==> src/rtl/bcd_mod_counter_if.sv <==
// Bus bundle for one BCD modulo counter stage: count controls, preset
// request and the registered digits / carry / preset-error results.
//
// Protocol: there is no back-pressure. A stage advances on a rising CLK edge
// when ENABLE and CARRY_IN are both high and LOAD is low. LOAD is sampled on
// every rising edge and always wins over counting. CARRY_OUT is combinational
// so the next stage's CARRY_IN sees it before the same edge.
interface bcd_mod_counter_if;
  logic       ENABLE;
  logic       CARRY_IN;
  logic       DEC;
  logic       LOAD;
  logic [3:0] LOAD_TENS;
  logic [3:0] LOAD_ONES;
  logic [3:0] TENS;
  logic [3:0] ONES;
  logic       CARRY_OUT;
  logic       LOAD_ERR;

  modport master (
    output ENABLE, CARRY_IN, DEC, LOAD, LOAD_TENS, LOAD_ONES,
    input  TENS, ONES, CARRY_OUT, LOAD_ERR
  );

  modport slave (
    input  ENABLE, CARRY_IN, DEC, LOAD, LOAD_TENS, LOAD_ONES,
    output TENS, ONES, CARRY_OUT, LOAD_ERR
  );
endinterface

==> src/rtl/bcd_mod_counter.sv <==
// Two-digit BCD up/down counter wrapping between MIN_VAL and MAX_VAL, with a
// validated synchronous preset and a combinational carry/borrow for chaining
// stages (e.g. seconds -> minutes -> hours).
module bcd_mod_counter #(
  parameter int unsigned MIN_VAL = 0,
  parameter int unsigned MAX_VAL = 23
) (
  input  logic              CLK,
  input  logic              RESET,
  bcd_mod_counter_if.slave  bus
);

  localparam logic [3:0] MIN_TENS = 4'(MIN_VAL / 10);
  localparam logic [3:0] MIN_ONES = 4'(MIN_VAL % 10);
  localparam logic [3:0] MAX_TENS = 4'(MAX_VAL / 10);
  localparam logic [3:0] MAX_ONES = 4'(MAX_VAL % 10);
  localparam logic [6:0] MIN_V7   = 7'(MIN_VAL);
  localparam logic [6:0] MAX_V7   = 7'(MAX_VAL);
  localparam logic [7:0] MIN_V8   = 8'(MIN_VAL);
  localparam logic [7:0] SPAN_V8  = 8'(MAX_VAL - MIN_VAL);

  logic [3:0] tens_q, ones_q;
  logic [3:0] tens_d, ones_d;
  logic       load_err_q, load_err_d;

  logic [6:0] value;
  logic       step;
  logic       at_min, at_max;
  logic [7:0] load_val;
  logic [7:0] load_off;
  logic       load_ok;

  assign value  = {3'b000, tens_q} * 7'd10 + {3'b000, ones_q};
  assign step   = bus.ENABLE & bus.CARRY_IN & ~bus.LOAD;
  assign at_min = (value == MIN_V7);
  assign at_max = (value == MAX_V7);

  // 8 bits hold the worst-case decode of two nibbles (15*10+15 = 165).
  assign load_val = {4'b0000, bus.LOAD_TENS} * 8'd10 + {4'b0000, bus.LOAD_ONES};
  // Unsigned offset from MIN_VAL: anything below MIN_VAL wraps to a large
  // number, so a single compare covers both ends of the range.
  assign load_off = load_val - MIN_V8;
  assign load_ok  = (bus.LOAD_TENS <= 4'd9) && (bus.LOAD_ONES <= 4'd9) &&
                    (load_off <= SPAN_V8);

  // Wrap carry/borrow: only on a real step, so it is low during LOAD.
  assign bus.CARRY_OUT = step & (bus.DEC ? at_min : at_max);
  assign bus.TENS      = tens_q;
  assign bus.ONES      = ones_q;
  assign bus.LOAD_ERR  = load_err_q;

  // Next digits and preset-error flag: LOAD first, then up/down step, else hold.
  always_comb begin
    tens_d     = tens_q;
    ones_d     = ones_q;
    load_err_d = 1'b0;
    if (bus.LOAD) begin
      if (load_ok) begin
        tens_d = bus.LOAD_TENS;
        ones_d = bus.LOAD_ONES;
      end else begin
        load_err_d = 1'b1;
      end
    end else if (step) begin
      if (!bus.DEC) begin
        if (at_max) begin
          tens_d = MIN_TENS;
          ones_d = MIN_ONES;
        end else if (ones_q == 4'd9) begin
          ones_d = 4'd0;
          tens_d = tens_q + 4'd1;
        end else begin
          ones_d = ones_q + 4'd1;
        end
      end else begin
        if (at_min) begin
          tens_d = MAX_TENS;
          ones_d = MAX_ONES;
        end else if (ones_q == 4'd0) begin
          ones_d = 4'd9;
          tens_d = tens_q - 4'd1;
        end else begin
          ones_d = ones_q - 4'd1;
        end
      end
    end
  end

  // Digit and error registers; RESET forces MIN_VAL immediately.
  always_ff @(posedge CLK or posedge RESET) begin
    if (RESET) begin
      tens_q     <= MIN_TENS;
      ones_q     <= MIN_ONES;
      load_err_q <= 1'b0;
    end else begin
      tens_q     <= tens_d;
      ones_q     <= ones_d;
      load_err_q <= load_err_d;
    end
  end

endmodule

==> src/flat_wrapper.sv <==
// flat-port wrapper written by rule: the top's interface ports become plain ports
module bcd_mod_counter_flat 
#(
  parameter int unsigned MIN_VAL = 0,
  parameter int unsigned MAX_VAL = 23
)
  (CLK, RESET, bus_ENABLE, bus_CARRY_IN, bus_DEC, bus_LOAD, bus_LOAD_TENS, bus_LOAD_ONES, bus_TENS, bus_ONES, bus_CARRY_OUT, bus_LOAD_ERR);
  bcd_mod_counter_if bus_i ();
  input  logic CLK;
  input  logic RESET;
  input wire logic [$bits(bus_i.ENABLE)-1:0] bus_ENABLE;
  input wire logic [$bits(bus_i.CARRY_IN)-1:0] bus_CARRY_IN;
  input wire logic [$bits(bus_i.DEC)-1:0] bus_DEC;
  input wire logic [$bits(bus_i.LOAD)-1:0] bus_LOAD;
  input wire logic [$bits(bus_i.LOAD_TENS)-1:0] bus_LOAD_TENS;
  input wire logic [$bits(bus_i.LOAD_ONES)-1:0] bus_LOAD_ONES;
  output wire logic [$bits(bus_i.TENS)-1:0] bus_TENS;
  output wire logic [$bits(bus_i.ONES)-1:0] bus_ONES;
  output wire logic [$bits(bus_i.CARRY_OUT)-1:0] bus_CARRY_OUT;
  output wire logic [$bits(bus_i.LOAD_ERR)-1:0] bus_LOAD_ERR;
  assign bus_i.ENABLE = bus_ENABLE;
  assign bus_i.CARRY_IN = bus_CARRY_IN;
  assign bus_i.DEC = bus_DEC;
  assign bus_i.LOAD = bus_LOAD;
  assign bus_i.LOAD_TENS = bus_LOAD_TENS;
  assign bus_i.LOAD_ONES = bus_LOAD_ONES;
  assign bus_TENS = bus_i.TENS;
  assign bus_ONES = bus_i.ONES;
  assign bus_CARRY_OUT = bus_i.CARRY_OUT;
  assign bus_LOAD_ERR = bus_i.LOAD_ERR;
  bcd_mod_counter #(.MIN_VAL(MIN_VAL), .MAX_VAL(MAX_VAL)) u_core (.CLK(CLK), .RESET(RESET), .bus(bus_i));
endmodule
==> config.mk <==
export PLATFORM = sky130hd
export DESIGN_NAME = bcd_mod_counter_flat
export DESIGN_NICKNAME = d
export VERILOG_FILES = /design/src/rtl/bcd_mod_counter_if.sv /design/src/rtl/bcd_mod_counter.sv /design/src/flat_wrapper.sv
export SDC_FILE = /design/constraint.sdc
export NUM_CORES = 1
export LEC_CHECK = 0
export CAP_MARGIN = 20
export CORE_UTILIZATION = 45
export CTS_BUF_LIST = sky130_fd_sc_hd__clkbuf_16
export CTS_CLUSTER_SIZE = 16
export DETAILED_ROUTE_END_ITERATION = 8
export PLACE_DENSITY = 0.74
export SETUP_SLACK_MARGIN = 0.5
export SYNTH_ARGS = -nofsm -noshare
export SYNTH_HDL_FRONTEND = slang
export SYNTH_SLANG_ARGS = --single-unit
==> constraint.sdc <==
create_clock -name CLK -period 3.4 [get_ports CLK]
set_input_delay 0.68 -clock CLK [delete_from_list [all_inputs] [get_ports CLK]]
set_output_delay 0.68 -clock CLK [all_outputs]
set_load 0.05 [all_outputs]
==> run metrics, run 1 <==
outcome=finished with violations; failing checks=design-rule violations, negative setup slack; fin nets=~250; diodes inserted=0; Max Freq=291 MHz; Die Y=57.7 µm; area leader, netlist=ha_1; non-filler cells, final=about 240; hold_buf cts=0; crit path kind=flip-flop to primary output; first-pass GRT wire length=approximately 7300 µm; crit start category=flip-flop; grt total ovfl=0; largest net degree at the start of global routing=13; register area share after synthesis=16.1%; synthesis-stage register bit count=9; fin area=~0.0021 mm²; minimum clock period=3.44 ns; die width=just under 60 µm; Slew @ Worst Pin=around 0.50 ns; Total Wirelength=roughly 4500 µm; worst skew pair latency=0.23 ns; total CTS buffers=3; Clock Tree Buf Depth=2; Worst slew margin=66.4%; Iter 0 DRT Violations=between 80 and 90; Post-synth EDFFs=0; Initial Util=roughly half; synth top area cells=ha_1 17%, dfrtp_1 16%, fa_1 5.7%, inv_1 4.6%, a21oi_1 3.9%; die area=0.00333 mm²; number of H-tree levels=1; Post-DRT Antenna Nets=0; DRC viols=1; Placed Cells=231; Pre-antenna DRT Iters=6; syn nets=198; Setup WS post-layout=-0.0398 ns; syn avg cell area=8.67 µm²; synthesized instance count=~160; HP Class=flip-flop to flip-flop; Buffers on Ports=23; placed inst area=0.00188 mm²; RSZ-0062 raised after global routing=true; # IOs=24; Worst Skew=0.00132 ns; Num Clock Sinks=9; TritonCTS clock tree=done; final setup fails=1; commonest non-fill, non-tap cell in the layout=buf_4; core area=about 0.0029 mm²; most frequent cells in the layout=24 x buf_4, 17 x inv_1, 16 x clkdlybuf4s50_1; # Max-Cap Violations=0; Lkg Pwr=0.974 nW; Area growth, synth to finish=53.6%; Netlist cell types=51; GPL Wtd Cong=0.974; vias in the first global route=1564; initial antenna violation count=0; Mapped Area=between 0.001 and 0.0015 mm²; largest fanout on the critical path=4; total number of vias=1513; Avg WL per Cell=between 15 and 20 µm; worst path arrival time=~2.8 ns; crit share post-route=101%; Post-DP HPWL=3040 µm; clock slew at reported path FFs=approximately 0.040 ns; area share of the largest cell type after synthesis=17.0%; cell row count=19; ys flop type=dfrtp_1; gr usage total=28.5%; Reg2Reg Setup Slack=between 0.2 and 0.25 ns; CTS root buffer=clkbuf_16; layout cell share with drive strength beyond 1=34.7%; power per cell area=about 850 mW/mm²; Crit. End Element=primary output; Hold Violations, Final=0; Slew Viols, Final=0; Worst EP required=2.72 ns; Async SR Flop Fraction=100%; WHS=0.711 ns; VDD IR max=~0.00054 V; synthesis warning total=0; Vias/cell=6.20
state kept, by name (all words and copies together), names as in the netlist:
register	flops
u_core.bus.LOAD_ERR	1
u_core.bus.ONES	4
u_core.bus.TENS	4
routing by layer:
| layer | vias up | track usage [%] | part of all wire (%) |
|---|---|---|---|
| li1 | 701 | - | - |
| met5 | - | 0 | 0 |
| met1 | 733 | 35.6 | 42 |
| met2 | 69 | 49.8 | 51 |
| met3 | 10 | 5.80 | 5.9 |
| met4 | 0 | 8.50 | 1.8 |
worst paths after layout:
kind | end | depth (start not counted) | start
worst min-delay path | u_core.bus.TENS[3] | 2 | u_core.bus.TENS[3]
max in group asynchronous | u_core.bus.TENS[3] | 2 | RESET
worst max register to register | u_core.bus.TENS[1] | 11 | u_core.bus.TENS[3]
worst min register to register | u_core.bus.TENS[3] | 2 | u_core.bus.TENS[3]
min in group asynchronous | u_core.bus.LOAD_ERR | 2 | RESET
worst max-delay path | bus_CARRY_OUT | 10 | u_core.bus.TENS[3]
synth_stat cells, types with 2 or more instances:
cell type	count
clkbuf_1	2
mux2i_1	3
o2111a_1	2
o21bai_1	2
ha_1	19
xnor2_1	4
a21o_1	4
o31ai_1	2
a21oi_1	11
a31oi_1	2
nand2_1	14
o31a_1	2
xor2_1	3
nor2_1	10
inv_1	17
nor2b_1	2
o21ai_0	4
o22a_1	2
dfrtp_1	9
and2b_1	2
a221oi_1	4
nor3b_1	3
fa_1	4
a32o_1	2
nand3_1	3
and2_1	2
a211oi_1	2
o221ai_1	2
through the flow:
stage	TNS (ns)	total power, mW	util (%)	worst slack [ns]
finish	-0.0398	1.82	75.2	-0.0398
global route	-0.133	1.96	75.2	-0.133
CTS	-0.0542	1.75	73.5	-0.0542
detailed placement	-2.18	1.43	65.8	-0.421
global placement	-1.90	1.38	65.8	-0.367
floorplan	0	1.08	-	0.0141
layout make-up:
| type | count | area, µm² |
|---|---|---|
| fill | 193 | 708 |
| clock buffer | 3 | 75.1 |
| sequential | 9 | 230 |
| inverter | 18 | 70.1 |
| timing repair buffer | 51 | 463 |
| tap | 31 | 38.8 |
| clock inverter | 1 | 3.75 |
| multi-input combinational | 131 | 1260 |
worst max-delay path, stage by stage, from the launching register on:
cell and delay, ns:
dfrtp_2 0.42, ha_4 0.25, ha_4 0.15, fa_2 0.57, xor3_1 0.25, a211oi_2 0.15
o221a_2 0.24, nand2_2 0.07, o21ai_2 0.09, nor2b_4 0.18, buf_12 0.15
report_power, final:
group	internal (mW)	total (mW)	leakage (nW)	switching, mW
Sequential	0.153	0.218	0.103	0.0650
Combinational	0.612	1.40	0.829	0.785
Clock	0.154	0.206	0.0423	0.0519
cell families after synthesis:
group	Yosys count	synth area share, %
fa+ha+maj	23	22.8
simple gates	45	16.8
xor+xnor	8	6.09
compound gates	51	29.5
buf+inv	21	5.73
flops	9	16.1
mux	4	2.96
what timing repair did:
| action | CTS | global route |
|---|---|---|
| setup buffers | 8 | 1 |
| pin swaps | 20 | 10 |
| resized for setup | 41 | 8 |
| setup endpoints to repair | 10 | 9 |
Note: power is estimated with default switching activity, not from simulation.
==> run 2, diff against run 1 <==
- CELL_PAD_IN_SITES_DETAIL_PLACEMENT: unset -> 0
- CELL_PAD_IN_SITES_GLOBAL_PLACEMENT: unset -> 1
- CORE_UTILIZATION: 45 -> 40
- PLACE_DENSITY: 0.74 -> 0.84
==> run 2 against run 1 <==
Critical path depth unchanged. Fmax decreased by 0.97%. First-iteration DRC count decreased by 19%. Worst setup slack got worse by 0.034 ns. Non-clock buffer count decreased by 2. Hold slack got worse by 0.0093 ns. Power decreased by 2.8%. Flip-flop and latch count unchanged. Register-to-register slack about the same. The flow finishes with violations (negative setup slack). Clock power increased by 4%.
==> run metrics, run 2 (same netlist as run 1, synthesis figures left out) <==
Avg WL per Cell=16.2 µm (-12%); diodes inserted=0 (unchanged); Worst Skew=0.00363 ns (+0.00231 ns); largest net degree at the start of global routing=13 (unchanged); RR Endpoint=u_core.bus.TENS[2]; Post-DRT Antenna Nets=0 (unchanged); Area growth, synth to finish=50.6%; # IOs=24 (unchanged); most frequent cells in the layout=22 x buf_4, 17 x inv_1, 17 x clkdlybuf4s50_1; initial antenna violation count=0 (unchanged); crit share post-route=102% (+1.0 points); RSZ-0062 raised after global routing=true; Max stage delay on crit path=0.57 ns (about the same); Reg2Reg Setup Slack=0.24 ns (about the same); final setup fails=1 (unchanged); Worst EP required=2.72 ns (about the same); # Max-Cap Violations=0 (unchanged); Slew @ Worst Pin=0.503 ns (+0.000245 ns); core area=0.00334 mm² (+17%); Multi-input gate area=0.00122 mm² (-3.2%); Num Clock Sinks=9 (unchanged); reg2reg start=u_core.bus.TENS[3]; Max Freq=288 MHz (-0.97%); Setup WS post-layout=-0.0736 ns (-0.0338 ns); power per cell area=841 mW/mm² (-0.91%); crit path to=bus_CARRY_OUT; number of H-tree levels=1 (unchanged); pre-CTS setup slack=-0.448 ns (-0.0266 ns); layout cell share with drive strength beyond 1=32.2% (-2.5 points); Die Y=61.1 µm (+5.9%); Crit. End Element=primary output; clock slew at reported path FFs=0.04 ns (about the same); Initial Util=41.8% (-7.1 points); Clock Tree Buf Depth=2 (unchanged); failing checks=negative setup slack; grt total ovfl=0 (unchanged); Pre-antenna DRT Iters=4 (-2); Placed Cells=247 (+6.9%); Post-DP HPWL=3100 µm (+2.0%); hold_buf cts=0 (unchanged); fillers=291 (+51%); Hold Violations, Final=0 (unchanged); HP Class=flip-flop to flip-flop; crit start category=flip-flop; first-pass GRT wire length=6470 µm (-12%); commonest non-fill, non-tap cell in the layout=buf_4; Worst slew margin=66.5% (+0.089 points); Vias/cell=5.59 (-9.8%); worst skew pair latency=0.24 ns (about the same); GPL Wtd Cong=0.848 (-13%); Total Wirelength=4160 µm (-7.2%); Iter 0 DRT Violations=70 (-19%); FF-to-FF path depth=11 (unchanged); non-filler cells, final=257 (+5.3%); Lkg Pwr=0.947 nW (-2.8%); placed inst area=0.00190 mm² (+1.4%); WHS=0.702 ns (-0.00926 ns); Worst Setup SP=u_core.bus.TENS[3]; fin area=0.00210 mm² (-1.9%); fin nets=249 (-0.80%); gr usage total=24.2% (-4.4 points); outcome=finished with violations; Buffers on Ports=23 (unchanged); cell row count=21 (+2); most frequent CP cell=ha_4; Critical Path, Cell by Cell=ha_4, ha_4, fa_2, xor3_1, a211oi_2, o221a_2, nand2_2, o21ai_2, nor2b_4, buf_12; total number of vias=1437 (-5.0%); Slew Viols, Final=0 (unchanged); Slowest cell on crit path=fa_2; crit path kind=flip-flop to primary output; worst path arrival time=2.79 ns (+0.03 ns); TritonCTS clock tree=done; die area=0.00373 mm² (+12%); register area=230 µm² (unchanged); vias in the first global route=1407 (-10%); total CTS buffers=3 (unchanged); minimum clock period=3.47 ns (+0.0338 ns); die width=61.1 µm (+5.9%); largest fanout on the critical path=4 (unchanged); Design Power=1.77 mW (-2.8%); VDD IR max=0.000338 V (-38%); DRC viols=0 (-1); CTS root buffer=clkbuf_16
==> run 2: repair_timing <==
item                                    4_1_cts  5_1_grt
gates resized for setup                      39        2
pin swaps                                    14        8
endpoints found under the setup margin       10        9
cloned                                        0        0
setup buffers                                 5        1
==> run 2: per-stage QoR <==
stage	TNS (ns)	utilization [%]
4_1_cts	-0.0662	62.5
6_report	-0.0736	63.0
3_3_place_gp	-1.86	57.1
5_1_grt	-0.159	63.0
2_1_floorplan	0	-
3_5_place_dp	-2.48	57.1
==> run 2: power by group <==
group | switching, mW | internal [mW] | leakage, nW | total [mW]
combinational | 0.750 | 0.594 | 0.802 | 1.34
clock | 0.0599 | 0.154 | 0.0423 | 0.214
sequential | 0.0578 | 0.154 | 0.103 | 0.211
==> run 2: area by class of cell <==
| type | instances | share of cell area [%] |
|---|---|---|
| multi-input combinational | 131 | 58.2 |
| timing repair buffer | 49 | 21.2 |
| sequential | 9 | 10.9 |
| clock buffer | 3 | 3.57 |
| inverter | 18 | 3.21 |
| tap | 46 | 2.74 |
| clock inverter | 1 | 0.178 |
==> run 2: worst min path at each step <==
stage,startpoint,endpoint,depth (start not counted)
floorplan,RESET,u_core.bus.LOAD_ERR,1
global placement,u_core.bus.ONES[3],u_core.bus.ONES[3],2
detailed placement,u_core.bus.ONES[3],u_core.bus.ONES[3],2
CTS,u_core.bus.ONES[3],u_core.bus.ONES[3],2
global route,u_core.bus.ONES[3],u_core.bus.ONES[3],2
finish,u_core.bus.TENS[3],u_core.bus.TENS[3],2
==> run 2: routing by layer <==
layer  up-vias  wire, µm  global-route usage, %
li1        697         -                      -
met1       703      1710                   26.4
met2        30      2240                   45.7
met3         7       113                   2.94
met4         0        97                   12.0
met5         -         0                      0
==> run 2: critical path: cells and delay by family (launching register included) <==
| family | cells | cell delay, ns |
|---|---|---|
| XOR/XNOR | 1 | 0.25 |
| buffers and inverters | 1 | 0.15 |
| adder cells (fa/ha/maj) | 3 | 0.97 |
| AO/OA/AOI/OAI | 3 | 0.50 |
| AND/OR/NAND/NOR | 2 | 0.25 |
| flip-flops | 1 | 0.41 |
